### src/rtl/alarm_pkg.sv
// Shared types and helpers for the sensor alarm controller.
package alarm_pkg;

   typedef enum logic [1:0] {
      IDLE  = 2'd0,
      QUAL  = 2'd1,
      ALARM = 2'd2
   } state_t;

   // {valid, index} of the lowest set bit; narrower vectors are zero-extended by the caller.
   function automatic logic [4:0] prio_enc(input logic [15:0] vec);
      logic [4:0] r;
      r = '0;
      for (int i = 15; i >= 0; i--)
         if (vec[i]) r = {1'b1, 4'(i)};
      return r;
   endfunction

   function automatic logic [31:0] sat_inc(input logic [31:0] val, input logic [31:0] max);
      return (val >= max) ? max : val + 32'd1;
   endfunction

endpackage

### src/rtl/alarm_qualifier.sv
// Debounce qualifier: lowest-index candidate must be seen DEBOUNCE consecutive samples.
module alarm_qualifier
   import alarm_pkg::*;
#(
   parameter int N_CH     = 3,
   parameter int DEBOUNCE = 7,
   parameter int ID_W     = (N_CH > 1) ? $clog2(N_CH) : 1
) (
   input  logic            clk,
   input  logic            rst_n,
   input  logic            i_clear,
   input  logic [N_CH-1:0] i_sensor,
   output logic            o_valid,
   output logic            o_qual,
   output logic [ID_W-1:0] o_idx
);

   localparam int QW = $clog2(DEBOUNCE + 1);

   logic [4:0]      w_enc;
   logic [ID_W-1:0] w_idx;
   logic [QW-1:0]   w_cnt_nxt;
   logic [ID_W-1:0] r_cand;
   logic [QW-1:0]   r_qual_cnt;

   // An empty counter restarts at 1 regardless of the stale cand value.
   always_comb begin
      w_enc     = prio_enc(16'(i_sensor));
      w_idx     = ID_W'(w_enc[3:0]);
      w_cnt_nxt = (w_idx == r_cand) ? r_qual_cnt + QW'(1) : QW'(1);
   end

   assign o_valid = w_enc[4];
   assign o_idx   = w_idx;
   assign o_qual  = !i_clear && w_enc[4] && (w_cnt_nxt == QW'(DEBOUNCE));

   always_ff @(posedge clk or negedge rst_n) begin
      if (!rst_n) begin
         r_cand     <= '0;
         r_qual_cnt <= '0;
      end else if (i_clear || !w_enc[4] || o_qual) begin
         r_qual_cnt <= '0;
      end else begin
         r_cand     <= w_idx;
         r_qual_cnt <= w_cnt_nxt;
      end
   end

endmodule

### src/rtl/sensor_alarm_ctrl.sv
// Multi-channel sensor alarm controller: debounce, priority select, timed one-hot buzzer.
// Define ALARM_LATCH_EN to make the alarm latch until ack instead of timing out.
module sensor_alarm_ctrl
   import alarm_pkg::*;
#(
   parameter int  N_CH        = 3,
   parameter int  DEBOUNCE    = 7,
   parameter int  HOLD_CYCLES = 31,
   parameter int  CNT_W       = 8,
   localparam int ID_W        = (N_CH > 1) ? $clog2(N_CH) : 1
) (
   input  logic             clk,
   input  logic             rst_n,
   input  logic             i_en,
   input  logic [N_CH-1:0]  i_sensor,
   input  logic             i_ack,
   output logic [N_CH-1:0]  o_buzzer,
   output logic             o_alarm_active,
   output logic [ID_W-1:0]  o_alarm_id,
   output logic [CNT_W-1:0] o_alarm_cnt
);

   state_t          r_state, w_state_nxt;
   logic            w_valid, w_qual, w_clear, w_enter, w_exit, w_timeout;
   logic [ID_W-1:0] w_idx;
   logic [N_CH-1:0]  r_buzzer;
   logic             r_alarm_active;
   logic [ID_W-1:0]  r_alarm_id;
   logic [CNT_W-1:0] r_alarm_cnt;

   // Qualifier is frozen while alarming so the exit edge never samples sensors.
   assign w_clear = !i_en || (r_state == ALARM);

   alarm_qualifier #(.N_CH(N_CH), .DEBOUNCE(DEBOUNCE), .ID_W(ID_W)) u_qual (
      .clk     (clk),
      .rst_n   (rst_n),
      .i_clear (w_clear),
      .i_sensor(i_sensor),
      .o_valid (w_valid),
      .o_qual  (w_qual),
      .o_idx   (w_idx)
   );

`ifdef ALARM_LATCH_EN
   assign w_timeout = 1'b0;
`else
   localparam int HW = $clog2(HOLD_CYCLES + 1);
   logic [HW-1:0] r_hold_cnt;

   assign w_timeout = (r_hold_cnt == HW'(HOLD_CYCLES));

   always_ff @(posedge clk or negedge rst_n) begin
      if (!rst_n)                            r_hold_cnt <= '0;
      else if (!i_en)                        r_hold_cnt <= '0;
      else if (w_enter)                      r_hold_cnt <= HW'(1);
      else if (r_state == ALARM && !w_exit)  r_hold_cnt <= r_hold_cnt + HW'(1);
   end
`endif

   always_ff @(posedge clk or negedge rst_n) begin
      if (!rst_n) r_state <= IDLE;
      else        r_state <= w_state_nxt;
   end

   always_comb begin
      w_state_nxt = r_state;
      if (!i_en) begin
         w_state_nxt = IDLE;
      end else begin
         case (r_state)
            IDLE:    if (w_qual) w_state_nxt = ALARM; else if (w_valid) w_state_nxt = QUAL;
            QUAL:    if (w_qual) w_state_nxt = ALARM; else if (!w_valid) w_state_nxt = IDLE;
            ALARM:   if (i_ack || w_timeout) w_state_nxt = IDLE;
            default: w_state_nxt = IDLE;
         endcase
      end
   end

   always_comb begin
      w_enter = (r_state != ALARM) && (w_state_nxt == ALARM);
      w_exit  = (r_state == ALARM) && (w_state_nxt != ALARM);
   end

   always_ff @(posedge clk or negedge rst_n) begin
      if (!rst_n) begin
         r_buzzer       <= '0;
         r_alarm_active <= 1'b0;
         r_alarm_id     <= '0;
         r_alarm_cnt    <= '0;
      end else if (w_enter) begin
         r_buzzer       <= N_CH'(1) << w_idx;
         r_alarm_active <= 1'b1;
         r_alarm_id     <= w_idx;
         r_alarm_cnt    <= CNT_W'(sat_inc(32'(r_alarm_cnt), 32'({CNT_W{1'b1}})));
      end else if (w_exit || !i_en) begin
         r_buzzer       <= '0;
         r_alarm_active <= 1'b0;
      end
   end

   assign o_buzzer       = r_buzzer;
   assign o_alarm_active = r_alarm_active;
   assign o_alarm_id     = r_alarm_id;
   assign o_alarm_cnt    = r_alarm_cnt;

endmodule

### config.mk
export PLATFORM = sky130hd
export DESIGN_NAME = sensor_alarm_ctrl
export DESIGN_NICKNAME = d
export VERILOG_FILES = /design/src/rtl/alarm_pkg.sv /design/src/rtl/alarm_qualifier.sv /design/src/rtl/sensor_alarm_ctrl.sv
export SDC_FILE = /design/constraint.sdc
export NUM_CORES = 1
export LEC_CHECK = 0
export BUFFER_PORTS_ARGS = -buffer_cell sky130_fd_sc_hd__buf_2
export CAP_MARGIN = 20
export CELL_PAD_IN_SITES_DETAIL_PLACEMENT = 0
export CELL_PAD_IN_SITES_GLOBAL_PLACEMENT = 1
export CORE_MARGIN = 3
export CORE_UTILIZATION = 47
export CTS_CLUSTER_SIZE = 40
export DETAILED_ROUTE_END_ITERATION = 8
export PLACE_DENSITY = 0.87
export SETUP_SLACK_MARGIN = 0.5
export SLEW_MARGIN = 0
export SYNTH_ARGS = -nofsm -noshare
export SYNTH_HDL_FRONTEND = slang
export SYNTH_SLANG_ARGS = --single-unit
### constraint.sdc
create_clock -name clk -period 5.2 [get_ports clk]
set_clock_uncertainty 0.1 [all_clocks]
set_input_delay 0.26 -clock clk [delete_from_list [all_inputs] [get_ports clk]]
set_output_delay 0.26 -clock clk [all_outputs]
set_load 0.02 [all_outputs]
==> flow_metrics.tcl <==
set metrics [dict create \
    outcome "finished, final reports clean" \
    max_stage_delay_ns 0.68 \
    post-place-cells 175 \
    chipHeight_um 60.4 \
    p_seq_share_pct 62.5 \
    setup_viol 0 \
    tightest_slew_ns 1.00 \
    fin_nets 161 \
    io_buffers 20 \
    grt_pass1_vias 1003 \
    critPathKind "register to register" \
    maxCapViolCount 0 \
    fillers 247 \
    slew_headroom_pct 32.4 \
    final_cells 179 \
    drtIter0Drc 39 \
    core_area_um2 2780 \
    ys_seq_area_share_pct 46.8 \
    synth_edf_count 0 \
    netlist_instances 127 \
    switching_power_uw 91.4 \
    cts.htree.levels 1 \
    required_ns 5.32 \
    dpl_worst_slack_ns 2.56 \
    cts.sinks 26 \
    final-hold-violation-count 0 \
    p_leak_uw 0.000763 \
    crit_path_end_kind "register" \
    fin_crit_ns 2.63 \
    power_frac_clock_pct 25.1 \
    gp_congestion 0.833 \
    ant_nets 0 \
    cts.repair.resized 0 \
    drc 0 \
    cts_tree "yes" \
    crit_chain "ha_1, nor2b_1, nand4b_2, a21oi_2, mux2_2" \
    tns_ns 0 \
    finalMaxSlewViolations 0 \
    clockBufferDepth 2 \
    grt_pass1_wl_mm 4.67 \
    placementRows 19 \
    timing.fmax_mhz 380 \
    floorplan.initialDensity_pct 50.0 \
    cts_setup_buffers 0 \
    syn_area_per_cell_um2 11.0 \
    synthFlopType "dfrtp_1" \
    boundaryPins 21 \
    powerDensity_nw_per_um2 223 \
    synth_seq_cells 26 \
    min_period_over_period_pct 50.7 \
    post_dp_cell_area_um2 1510 \
    cp.arrival_ns 2.75 \
    critPathTopFamily "compound AO/OA/AOI/OAI gates" \
    fin_area_um2 1540 \
    grt_usage_pct 17.0 \
    pwr-share-comb_pct 12.5 \
    path_buf_inv 0 \
    wl_mm 2.68 \
    fin_ws_ns 2.57 \
    die_area_um2 3650 \
    dp_hpwl_mm 1.99 \
    die_width_um 60.4 \
    dr.pass1.iters 4 \
    antenna_found_initial 0 \
    hold_class "input port to register" \
    switching_share_pct 26.6 \
    synth_top_area_cell "dfrtp_1" \
    r2r_slack_ns 2.57 \
    overflow 0 \
    hold_slack_ns 0.138 \
    yosysWarnings 0 \
    path_max_fanout 14 \
    rsz0062_at_grt "no" \
    p_int_uw 252 \
    antenna_cells 0 \
    final_layout_size_suffix_gt1_share_pct 28.4 \
    critPathSlowestCell "a21oi_2" \
    clkTransAtPathRegs_ns 0.14 \
    vias 1039 \
    grt_max_degree 27 \
    clockRootBuffer "clkbuf_4" \
    syn2layout_area_growth_pct 10.9 \
    vias_per_cell 5.80 \
    synth_area_um2 1390 \
    wl_per_cell_um 15.0 \
    peakVddDrop_mv 0.140 \
    clk_latency_ns 0.32 \
    netlist-cell-type-count 37 \
    syn_nets 138 \
    synth_top_area_share_pct 46.8 \
    synthArstFlopShare_pct 100 \
    cts_buffers 3 \
    synth_area_leaders "dfrtp_1, mux2_2, mux2i_1, nand2_1, ha_1" \
    start_kind "register" \
]
-- path summary, 6_finish.rpt --
check,end,from,cells after the start
max,o_alarm_id[0],u_qual.r_qual_cnt[0],5
max reg2reg,o_alarm_id[0],u_qual.r_qual_cnt[0],5
max in group asynchronous,u_qual.r_cand[0],rst_n,2
min reg2reg,u_qual.r_qual_cnt[0],u_qual.r_qual_cnt[0],1
min in group asynchronous,o_alarm_cnt[0],rst_n,2
min,r_state[1],i_en,2
-- through the flow --
step	util, %	power, uW
floorplan	-	246
global placement	54.3	260
detailed placement	54.3	262
CTS	55.5	347
global route	55.5	361
finish	55.5	344
-- sequential cells by signal (all words and copies together) (netlist names) --
register / count
u_qual.r_cand: 2
o_alarm_active: 1
o_alarm_id: 2
r_hold_cnt: 5
o_buzzer: 3
u_qual.r_qual_cnt: 3
o_alarm_cnt: 8
r_state: 2
-- timing repair --
action,in CTS,in global routing
hold buffers,1,0
endpoints found under the hold margin,26,0
endpoints found under the setup margin,0,0
-- cell families (layout without fill, tap and decap cells) --
family                     Yosys count  count (layout)  share of synthesized area, %
DFF                                 26              26                          46.8
muxes                               15              15                          11.6
adders and majority gates            4               4                          3.60
and+or+nand+nor                     48              48                          19.2
AOI/OAI and AO/OA                   21              21                          13.0
buffers and inverters               10              31                          3.33
xor gates and xnor gates             3               3                          2.43
-- routing by layer --
| metal | GRT usage [%] | vias up | routed length [um] |
|---|---|---|---|
| met3 | 2.13 | 5 | 107 |
| met1 | 24.4 | 500 | 1270 |
| met4 | 5.57 | 0 | 25 |
| met5 | 0 | - | 0 |
| met2 | 27.2 | 27 | 1280 |
| li1 | - | 507 | - |
-- power by group through the flow --
stage	sequential (uW)	combinational, uW	clock (uW)
3_3_place_gp	218	42.0	0
5_1_grt	216	48.4	96.6
3_5_place_dp	219	43.3	0
4_1_cts	215	43.9	88.0
2_1_floorplan	222	23.9	0
6_report	215	42.8	86.1
-- cell usage in the layout (no fill, tap or decap), types with 2 or more instances in the layout --
cell        n
dfrtp_1    26
buf_2      20
nand2_1    15
mux2_2      9
inv_1       7
nand3_1     7
mux2i_1     6
nor2_1      5
nand4_1     5
a211oi_1    4
ha_1        4
nor2b_1     3
o21ai_0     3
clkbuf_4    3
and3b_1     2
o31ai_1     2
a21oi_1     2
or2_2       2
xor2_1      2
a21o_1      2
a2111oi_2   2
-- final cells by class --
type                            count  area, um^2  share of cell area (%)
Timing Repair Buffer               21         110                    7.14
Clock buffer                        3        22.5                    1.46
Inverter                            7        26.3                    1.70
Sequential cell                    26         651                    42.2
Multi-Input combinational cell     91         694                    45.0
Tap cell                           31        38.8                    2.51
-- cell usage after synthesis (2+ instances only) --
library cell / instances
nand4_1: 5
mux2i_1: 6
ha_1: 4
nand2_1: 15
xor2_1: 2
a211oi_1: 4
nor2b_1: 3
o31ai_1: 2
buf_4: 2
and3b_1: 2
nor2_1: 5
inv_1: 7
mux2_2: 9
a2111oi_2: 2
dfrtp_1: 26
a21o_1: 2
o21ai_0: 3
a21oi_1: 2
or2_2: 2
nand3_1: 7
Power figures use the tool's default switching activity.
